## config.mk

```make
export PLATFORM = sky130hd
export DESIGN_NAME = inst_fetch_unit
export DESIGN_NICKNAME = d
export VERILOG_FILES = /design/src/rtl/ifu_pkg.sv /design/src/rtl/ifu_fifo.sv /design/src/rtl/inst_fetch_unit.sv
export SDC_FILE = /design/constraint.sdc
export NUM_CORES = 1
export LEC_CHECK = 0
export CAP_MARGIN = 0
export CELL_PAD_IN_SITES_DETAIL_PLACEMENT = 0
export CELL_PAD_IN_SITES_GLOBAL_PLACEMENT = 1
export CORE_MARGIN = 2
export CORE_UTILIZATION = 50
export DETAILED_ROUTE_END_ITERATION = 8
export HOLD_SLACK_MARGIN = 0.1
export PLACE_DENSITY_LB_ADDON = 0.1
export SETUP_SLACK_MARGIN = 0.5
export SYNTH_ARGS = -nofsm -noshare
export SYNTH_HDL_FRONTEND = slang
export SYNTH_SLANG_ARGS = --single-unit
export TNS_END_PERCENT = 50
```

## constraint.sdc

```tcl
create_clock -name clk -period 5.4 [get_ports clk]
set_clock_uncertainty 0.05 [all_clocks]
set_input_delay 1.08 -clock clk [delete_from_list [all_inputs] [get_ports clk]]
set_output_delay 1.08 -clock clk [all_outputs]
set_load 0.02 [all_outputs]
```

## src/rtl/ifu_pkg.sv

```systemverilog
// Shared widths, PC step and the fetch-queue entry type for the instruction fetch unit.
package ifu_pkg;

  localparam int INST_W = 32;
  localparam int ADDR_W = 32;

  localparam logic [ADDR_W-1:0] PC_STEP = 32'd4;

  typedef struct packed {
    logic [INST_W-1:0] inst;
    logic [ADDR_W-1:0] pc;
  } fetch_entry_t;

endpackage

```

## src/rtl/ifu_fifo.sv

```systemverilog
// Synchronous in-order FIFO. Flush beats push and pop.
// There is no bypass, so a push into a full queue is dropped even when a pop happens.
module ifu_fifo
  import ifu_pkg::*;
#(
  parameter int  DEPTH   = 4,
  parameter type entry_t = fetch_entry_t
) (
  input  logic   clk,
  input  logic   rst,
  input  logic   flush,
  input  logic   push,
  input  entry_t push_data,
  input  logic   pop,
  output logic   full,
  output logic   empty,
  output entry_t head
);

  localparam int PW = $clog2(DEPTH);
  localparam int CW = $clog2(DEPTH) + 1;

  entry_t        mem_q [DEPTH];
  entry_t        mem_d [DEPTH];
  logic [PW-1:0] wr_ptr_q, wr_ptr_d;
  logic [PW-1:0] rd_ptr_q, rd_ptr_d;
  logic [CW-1:0] count_q, count_d;
  logic          do_push;
  logic          do_pop;

  assign full  = (count_q == CW'(DEPTH));
  assign empty = (count_q == '0);
  assign head  = mem_q[rd_ptr_q];

  assign do_push = push && !full;
  assign do_pop  = pop && !empty;

  always_comb begin
    mem_d    = mem_q;
    wr_ptr_d = wr_ptr_q;
    rd_ptr_d = rd_ptr_q;
    count_d  = count_q;
    if (flush) begin
      wr_ptr_d = '0;
      rd_ptr_d = '0;
      count_d  = '0;
    end else begin
      if (do_push) begin
        mem_d[wr_ptr_q] = push_data;
        wr_ptr_d        = wr_ptr_q + 1'b1;
      end
      if (do_pop) begin
        rd_ptr_d = rd_ptr_q + 1'b1;
      end
      case ({do_push, do_pop})
        2'b10:   count_d = count_q + 1'b1;
        2'b01:   count_d = count_q - 1'b1;
        default: count_d = count_q;
      endcase
    end
  end

  // Payload storage is not reset; only the pointers and count define validity.
  always_ff @(posedge clk) begin
    mem_q <= mem_d;
    if (rst) begin
      wr_ptr_q <= '0;
      rd_ptr_q <= '0;
      count_q  <= '0;
    end else begin
      wr_ptr_q <= wr_ptr_d;
      rd_ptr_q <= rd_ptr_d;
      count_q  <= count_d;
    end
  end

endmodule

```

## src/rtl/inst_fetch_unit.sv

```systemverilog
// Instruction fetch unit: owns the PC and halt, reads the ROM, and queues words for issue.
// Optional IFU_ZERO_HALT_EN treats a fetched all-zero word as end-of-program.
module inst_fetch_unit
  import ifu_pkg::*;
#(
  parameter int                ROM_BYTES = 100,
  parameter int                QDEPTH    = 4,
  parameter logic [ADDR_W-1:0] RESET_PC  = '0
) (
  input  logic              clk,
  input  logic              rst,
  output logic              rom_nrd,
  output logic [ADDR_W-1:0] rom_addr,
  input  logic [INST_W-1:0] rom_data,
  output logic              issue_valid,
  output logic [INST_W-1:0] issue_inst,
  output logic [ADDR_W-1:0] issue_pc,
  input  logic              issue_ready,
  input  logic              redirect_valid,
  input  logic [ADDR_W-1:0] redirect_pc,
  output logic              halt
);

  localparam logic [ADDR_W-1:0] LAST_PC = ADDR_W'(ROM_BYTES) - PC_STEP;

  logic [ADDR_W-1:0] pc_q, pc_d;
  logic              halt_q, halt_d;

  logic         fifo_full;
  logic         fifo_empty;
  fetch_entry_t fifo_head;
  fetch_entry_t push_entry;
  logic         fetch_ok;
  logic         in_range;
  logic         fetch;
  logic         push;
  logic         pop;
  logic         halt_set;

  assign fetch_ok = !rst && !redirect_valid && !halt_q && !fifo_full;
  assign in_range = (pc_q <= LAST_PC);
  assign fetch    = fetch_ok && in_range;

`ifdef IFU_ZERO_HALT_EN
  logic zero_word;
  assign zero_word = (rom_data == '0);
  assign push      = fetch && !zero_word;
  assign halt_set  = (fetch_ok && !in_range) || (fetch && zero_word);
`else
  assign push      = fetch;
  assign halt_set  = fetch_ok && !in_range;
`endif

  // A redirect discards the head, so the handshake is suppressed in that cycle.
  assign pop = issue_valid && issue_ready && !redirect_valid;

  assign push_entry.inst = rom_data;
  assign push_entry.pc   = pc_q;

  always_comb begin
    pc_d   = pc_q;
    halt_d = halt_q;
    if (redirect_valid) begin
      pc_d   = redirect_pc & ~ADDR_W'(3);
      halt_d = 1'b0;
    end else begin
      if (push) pc_d = pc_q + PC_STEP;
      if (halt_set) halt_d = 1'b1;
    end
  end

  always_ff @(posedge clk) begin
    if (rst) begin
      pc_q   <= RESET_PC;
      halt_q <= 1'b0;
    end else begin
      pc_q   <= pc_d;
      halt_q <= halt_d;
    end
  end

  ifu_fifo #(
    .DEPTH   (QDEPTH),
    .entry_t (fetch_entry_t)
  ) u_fifo (
    .clk       (clk),
    .rst       (rst),
    .flush     (redirect_valid),
    .push      (push),
    .push_data (push_entry),
    .pop       (pop),
    .full      (fifo_full),
    .empty     (fifo_empty),
    .head      (fifo_head)
  );

  assign rom_nrd     = !fetch;
  assign rom_addr    = pc_q;
  assign halt        = halt_q;
  assign issue_valid = !fifo_empty;
  assign issue_inst  = issue_valid ? fifo_head.inst : '0;
  assign issue_pc    = issue_valid ? fifo_head.pc : '0;

endmodule

```

== After elaboration in Yosys (flattened, before gate mapping) ==
Cells that the tools add are included.
Widths: inputs -> output; s select.

* Register bits: 296
* Input port bits: 68
* Word-level logic and storage cells: 62

* Add/sub/neg operators: 5
* $lt $le $gt $ge: 4
* Eq/ne operators: 3
* Muxes and demuxes: 11
* Bitwise operators: 3
* Reductions and logical operators: 22

{| class="wikitable"
|+ Operators with widths
! cell !! number
|-
| $bwmux 256 || 1
|-
| $mux 64 || 3
|-
| $bmux 64 s2 || 1
|-
| $demux 64 s2 || 1
|-
| $mux 32 || 4
|-
| $add 32x3->32 const B || 1
|-
| $le 32x7->1 const B || 1
|-
| $logic_and 1x1->1 || 10
|-
| $logic_not 1->1 || 7
|-
| $ge 3x3->1 const B || 2
|-
| $not 2->3 || 2
|-
| $pmux 3 s2 || 1
|-
| $add 2x1->2 const B || 2
|-
| $reduce_bool 2->1 || 2
|-
| $add 3x1->3 const B || 1
|-
| $eq 3x3->1 const B || 1
|-
| $logic_not 3->1 || 1
|-
| $lt 3x1->1 const B || 1
|-
| $sub 3x1->3 const B || 1
|-
| $eq 2x1->1 const B || 1
|-
| $eq 2x2->1 const B || 1
|-
| $reduce_and 2->1 || 1
|-
| $reduce_or 2->1 || 1
|-
| $not 1->1 || 1
|}

== Logic depth before layout (Yosys ltp) ==
* Depth in word-level cells: 8
* Depth in mapped cells: 12
* Mapped depth without buffers: 12

== Modules after synthesis ==
From an unflattened synthesis, not the netlist that was laid out.

* Cell total of the unflattened synthesis: 604
* Area total of the unflattened synthesis: 11512.3 sq um

{| class="wikitable"
|+ By module, submodules not included
! module !! instances !! cells each !! area an instance (sq um) !! sequential area each (sq um)
|-
| ifu_fifo || 1 || 386 || 9660.5 || 7827.5
|-
| inst_fetch_unit || 1 || 218 || 1851.8 || 620.6
|}

== Least setup slack after synthesis ==
No wires, ideal clock.

* Path type: input -> register
* From: in redirect_valid
* To: reg u_fifo.mem_q[100] (netlist bit) (enable)
* Library setup time: 0.427 ns
* Arrival time: 3.142 ns
* Required time: 4.923 ns
* Slack: 1.782 ns
* Stages: 4
* Path buffers: 2
* Cell sequence: clkbuf_8 -> buf_8 -> nor2_1 -> and3_1

* Word-level cells in the longest chain between the ends: 7

{| class="wikitable"
|+ Ends and longest elaborated chain
! what !! line !! source
|-
| start: declaration || inst_fetch_unit.sv:19 || <nowiki>input logic redirect_valid,</nowiki>
|-
| $logic_not 1->1 || inst_fetch_unit.sv:40 || <nowiki>assign fetch_ok = !rst && !redirect_valid && !halt_q && !fifo_full;</nowiki>
|-
| $logic_and 1x1->1 (3 in series) || inst_fetch_unit.sv:40 ||
|-
| $logic_and 1x1->1 || inst_fetch_unit.sv:42 || <nowiki>assign fetch = fetch_ok && in_range;</nowiki>
|-
| $logic_and 1x1->1 || ifu_fifo.sv:35 || <nowiki>assign do_push = push && !full;</nowiki>
|-
| $reduce_and 2->1 (no line) (*) || -- ||
|-
| end signal: assignment || ifu_fifo.sv:65 || <nowiki>mem_q <= mem_d;</nowiki>
|-
| end: declaration || ifu_fifo.sv:23 || <nowiki>entry_t mem_q [DEPTH];</nowiki>
|}

Every way passes the cells marked *; elsewhere a longest branch is shown, timed or not.
A chain may end at the register's enable or synchronous reset.

== Final worst setup path ==
* From: reg pc_q[18], in the netlist rom_addr[18]
* To: out rom_nrd

* Word-level cells in the longest chain between the ends: 3

{| class="wikitable"
|+ Ends and longest elaborated chain
! what !! line !! source
|-
| start: declaration || inst_fetch_unit.sv:26 || <nowiki>logic [ADDR_W-1:0] pc_q, pc_d;</nowiki>
|-
| start signal: assignment || inst_fetch_unit.sv:77 || <nowiki>pc_q <= pc_d;</nowiki>
|-
| $le 32x7->1 || inst_fetch_unit.sv:41 || <nowiki>assign in_range = (pc_q <= LAST_PC);</nowiki>
|-
| $logic_and 1x1->1 || inst_fetch_unit.sv:42 ||
|-
| $logic_not 1->1 || inst_fetch_unit.sv:97 || <nowiki>assign rom_nrd = !fetch;</nowiki>
|-
| end: declaration || inst_fetch_unit.sv:12 || <nowiki>output logic rom_nrd,</nowiki>
|}

No other way between the ends.

==> impl_metrics.env <==
export IMPL_status="finished, final reports clean"
export IMPL_cp_max_fo=7
export IMPL_hold_path_depth=2
export IMPL_cts_setup_buffers=0
export IMPL_die_width_um=154
export IMPL_crit_path_start_kind="register"
export IMPL_synth_top_family_by_area="multiplexers"
export IMPL_synthXorXnorAreaFrac=0.00312
export IMPL_worst_slew_pin_slew_ns=1.02
export IMPL_ioPinCount=167
export IMPL_rows=54
export IMPL_postLayoutSetupSlackWorst_ns=1.27
export IMPL_slowest_delay_ns=0.57
export IMPL_p_sw_frac=0.196
export IMPL_wl_per_cell_um=20.8
export IMPL_holdBufCountCts=0
export IMPL_multi_input_area_um2=2780
export IMPL_cap_violations=0
export IMPL_fin_crit_sh=0.764
export IMPL_clockBufferDepth=3
export IMPL_clkPwrFrac=0.431
export IMPL_r2r_cells=4
export IMPL_avgSynthCellArea_um2=19.0
export IMPL_via_count=5729
export IMPL_clock_sinks=286
export IMPL_dr_pass1_iters=4
export IMPL_antenna_left=0
export IMPL_clock_latency_ns=0.54
export IMPL_grt_pass1_wl_um=34100
export IMPL_die_h_um=154
export IMPL_antenna_found_initial=0
export IMPL_n_fill_cell=1578
export IMPL_synth_top_flop_cell="edfxtp_1"
export IMPL_muxShareOfSynthArea=0.147
export IMPL_worstPathArrival_ns=3.00
export IMPL_totalWireLength_um=21900
export IMPL_core_area_um2=21900
export IMPL_syn_cell_area_um2=11200
export IMPL_layout_drive_gt1_share=0.165
export IMPL_leakagePower_nw=4.52
export IMPL_powerDensity_nw_per_um2=328
export IMPL_synth_top_area_frac=0.664
export IMPL_clockRootBuffer="clkbuf_16"
export IMPL_drc=0
export IMPL_gp_congestion=0.714
export IMPL_htree_num_levels=1
export IMPL_end_kind="output port"
export IMPL_slew_headroom=0.323
export IMPL_yosys_top_cells_count="edfxtp_1 (248), and2_1 (62), mux4_2 (62)"
export IMPL_total_power_mw=4.59
export IMPL_pwr_share_seq=0.532
export IMPL_synthAdderAreaFrac=0.00960
export IMPL_period_needed_ns=4.13
export IMPL_setup_viol_count_final=0
export IMPL_area_growth_pct=24.8
export IMPL_seq_area_frac_synth=0.732
export IMPL_power_frac_comb=0.037
export IMPL_dpl_hpwl_um=12600
export IMPL_synthArstFlopShare=0
export IMPL_cts_tree="yes"
export IMPL_post_route_util=0.639
export IMPL_synth_edff_count=248
export IMPL_ys_ff_latch=286
export IMPL_seq_area_um2=8220
export IMPL_start_util=0.512
export IMPL_switchingPower_mw=0.902
export IMPL_slew_violations=0
export IMPL_p_int_mw=3.69
export IMPL_cp_slowest_cell="nor4_2"
export IMPL_grt_usage=0.186
export IMPL_peakVddDrop_v=0.000245
export IMPL_cts_buffers_inserted=28
export IMPL_fmax_ghz=0.242
export IMPL_grt_max_degree=64
export IMPL_hp_class="register to register"
export IMPL_netlist_top_cells_area="edfxtp_1 (66%), mux4_2 (12%), dfxtp_1 (6.8%), and2_1 (3.5%), mux2i_1 (2.2%)"
export IMPL_grt_setup_unrepaired="no"
export IMPL_synth_distinct_cells=46
export IMPL_crit_chain="nor4_2 -> o2111ai_1 -> nor3_2 -> nand2_1 -> clkdlybuf4s50_1"
export IMPL_dieArea_um2=23600
export IMPL_nets=826
export IMPL_fin_setup_tns_ns=0
export IMPL_postCtsResizedCells=0
export IMPL_yosysMostFrequentCell="edfxtp_1"
export IMPL_drtIter0Drc=250
export IMPL_cp_required_ns=4.27
export IMPL_io_buffers=160
export IMPL_grt_pass1_vias=6209
export IMPL_yosysTopAreaCell="edfxtp_1"
export IMPL_clk_pin_slew_ns=0.06
export IMPL_synth_compound_area_frac=0.0144
export IMPL_hold_violations=0
export IMPL_avgViaCountPerCell=5.44
export IMPL_grt_remaining_overflow=0
export IMPL_path_class="register to output port"
export IMPL_preCtsSetupSlack_ns=1.45
export IMPL_synthSimpleGateAreaFrac=0.0705
export IMPL_syn_instance_count=589
export IMPL_yosysWarnings=0
state kept, by name, indices dropped and copies added (netlist names):
name / count
u_fifo.mem_q: 248
rom_addr: 30
u_fifo.count_q: 3
u_fifo.rd_ptr_q: 2
u_fifo.wr_ptr_q: 2
halt: 1
cells by family after synthesis:
kind of cell | after synthesis
muxes | 87
DFF | 286
xor gates and xnor gates | 4
AOI/OAI and AO/OA | 20
buffers and inverters | 46
and+or+nand+nor | 137
adders and majority gates | 8
other | 1
cell type report:
type,count,area share
Timing Repair Buffer,164,0.117
Inverter,10,0.00268
Sequential cell,286,0.587
Antenna cell,1,0.000179
Multi-Input combinational cell,260,0.199
Clock buffer,40,0.0578
Tap cell,280,0.0250
Clock inverter,12,0.0113
path summary, 6_finish.rpt:
kind                      startpoint                  to  slack [ns]
setup / recovery        rom_addr[18]             rom_nrd        1.27
hold reg to reg   u_fifo.wr_ptr_q[1]  u_fifo.wr_ptr_q[1]        0.48
setup reg to reg        rom_addr[18]   u_fifo.mem_q[113]        2.17
hold / removal    u_fifo.wr_ptr_q[1]  u_fifo.wr_ptr_q[1]        0.48
power groups by stage:
| stage | Combinational [mW] | Clock, mW | Sequential, mW |
|---|---|---|---|
| finish | 0.168 | 1.98 | 2.44 |
| global route | 0.179 | 2.11 | 2.45 |
| CTS | 0.169 | 2.03 | 2.44 |
| detailed placement | 0.169 | 0 | 2.49 |
| global placement | 0.163 | 0 | 2.49 |
| floorplan | 0.0598 | 0 | 2.50 |
routing by layer:
layer  wire (um)  up-vias  global-route usage  part of all wire
met5           0        -                   0                 0
met3        1300       33              0.0364             0.059
li1            -     2638                   -                 -
met4         487        0              0.0550             0.022
met1        9090     2872               0.241              0.41
met2       11100      186               0.323              0.50
through the flow:
stage / instance area (um2) / instances / hold slack (ns)
after global placement: 13000 / 1000 / 0.421
after global routing: 14000 / 1052 / 0.505
final: 14000 / 1053 / 0.485
after floorplan: 11200 / 592 / 0.411
after detailed placement: 13000 / 1000 / 0.464
after CTS: 14000 / 1052 / 0.480
critical path: cells and delay by family, from the launching register on:
kind                   cells  cell delay [ns]
flip-flops                 1             0.37
AND/OR/NAND/NOR            3             1.12
AO/OA/AOI/OAI              1             0.41
buffers and inverters      1             0.55
placed cells by master (no fill, tap or decap), types with 3 or more instances in the layout:
cell type        synthesis  routed
nor2_1                  38      38
o31ai_1                  4       4
clkbuf_16                0      30
mux4_2                  62      62
a21oi_1                  5       5
mux2i_1                 25      25
ha_1                     7       7
a311oi_1                 4       4
and2_1                  62      62
clkinv_2                 0       4
buf_4                    8       3
nand4_1                  6       6
clkbuf_1                15       8
edfxtp_1               248     248
conb_1                   1       4
nor4_2                   3       3
clkdlybuf4s50_1          0     159
nand2_1                  5       5
inv_1                   10      10
nor4_1                   3       3
dfxtp_1                 38      36
and3_4                   0       4
bufinv_16                0       3
Power figures use the tool's default switching activity.
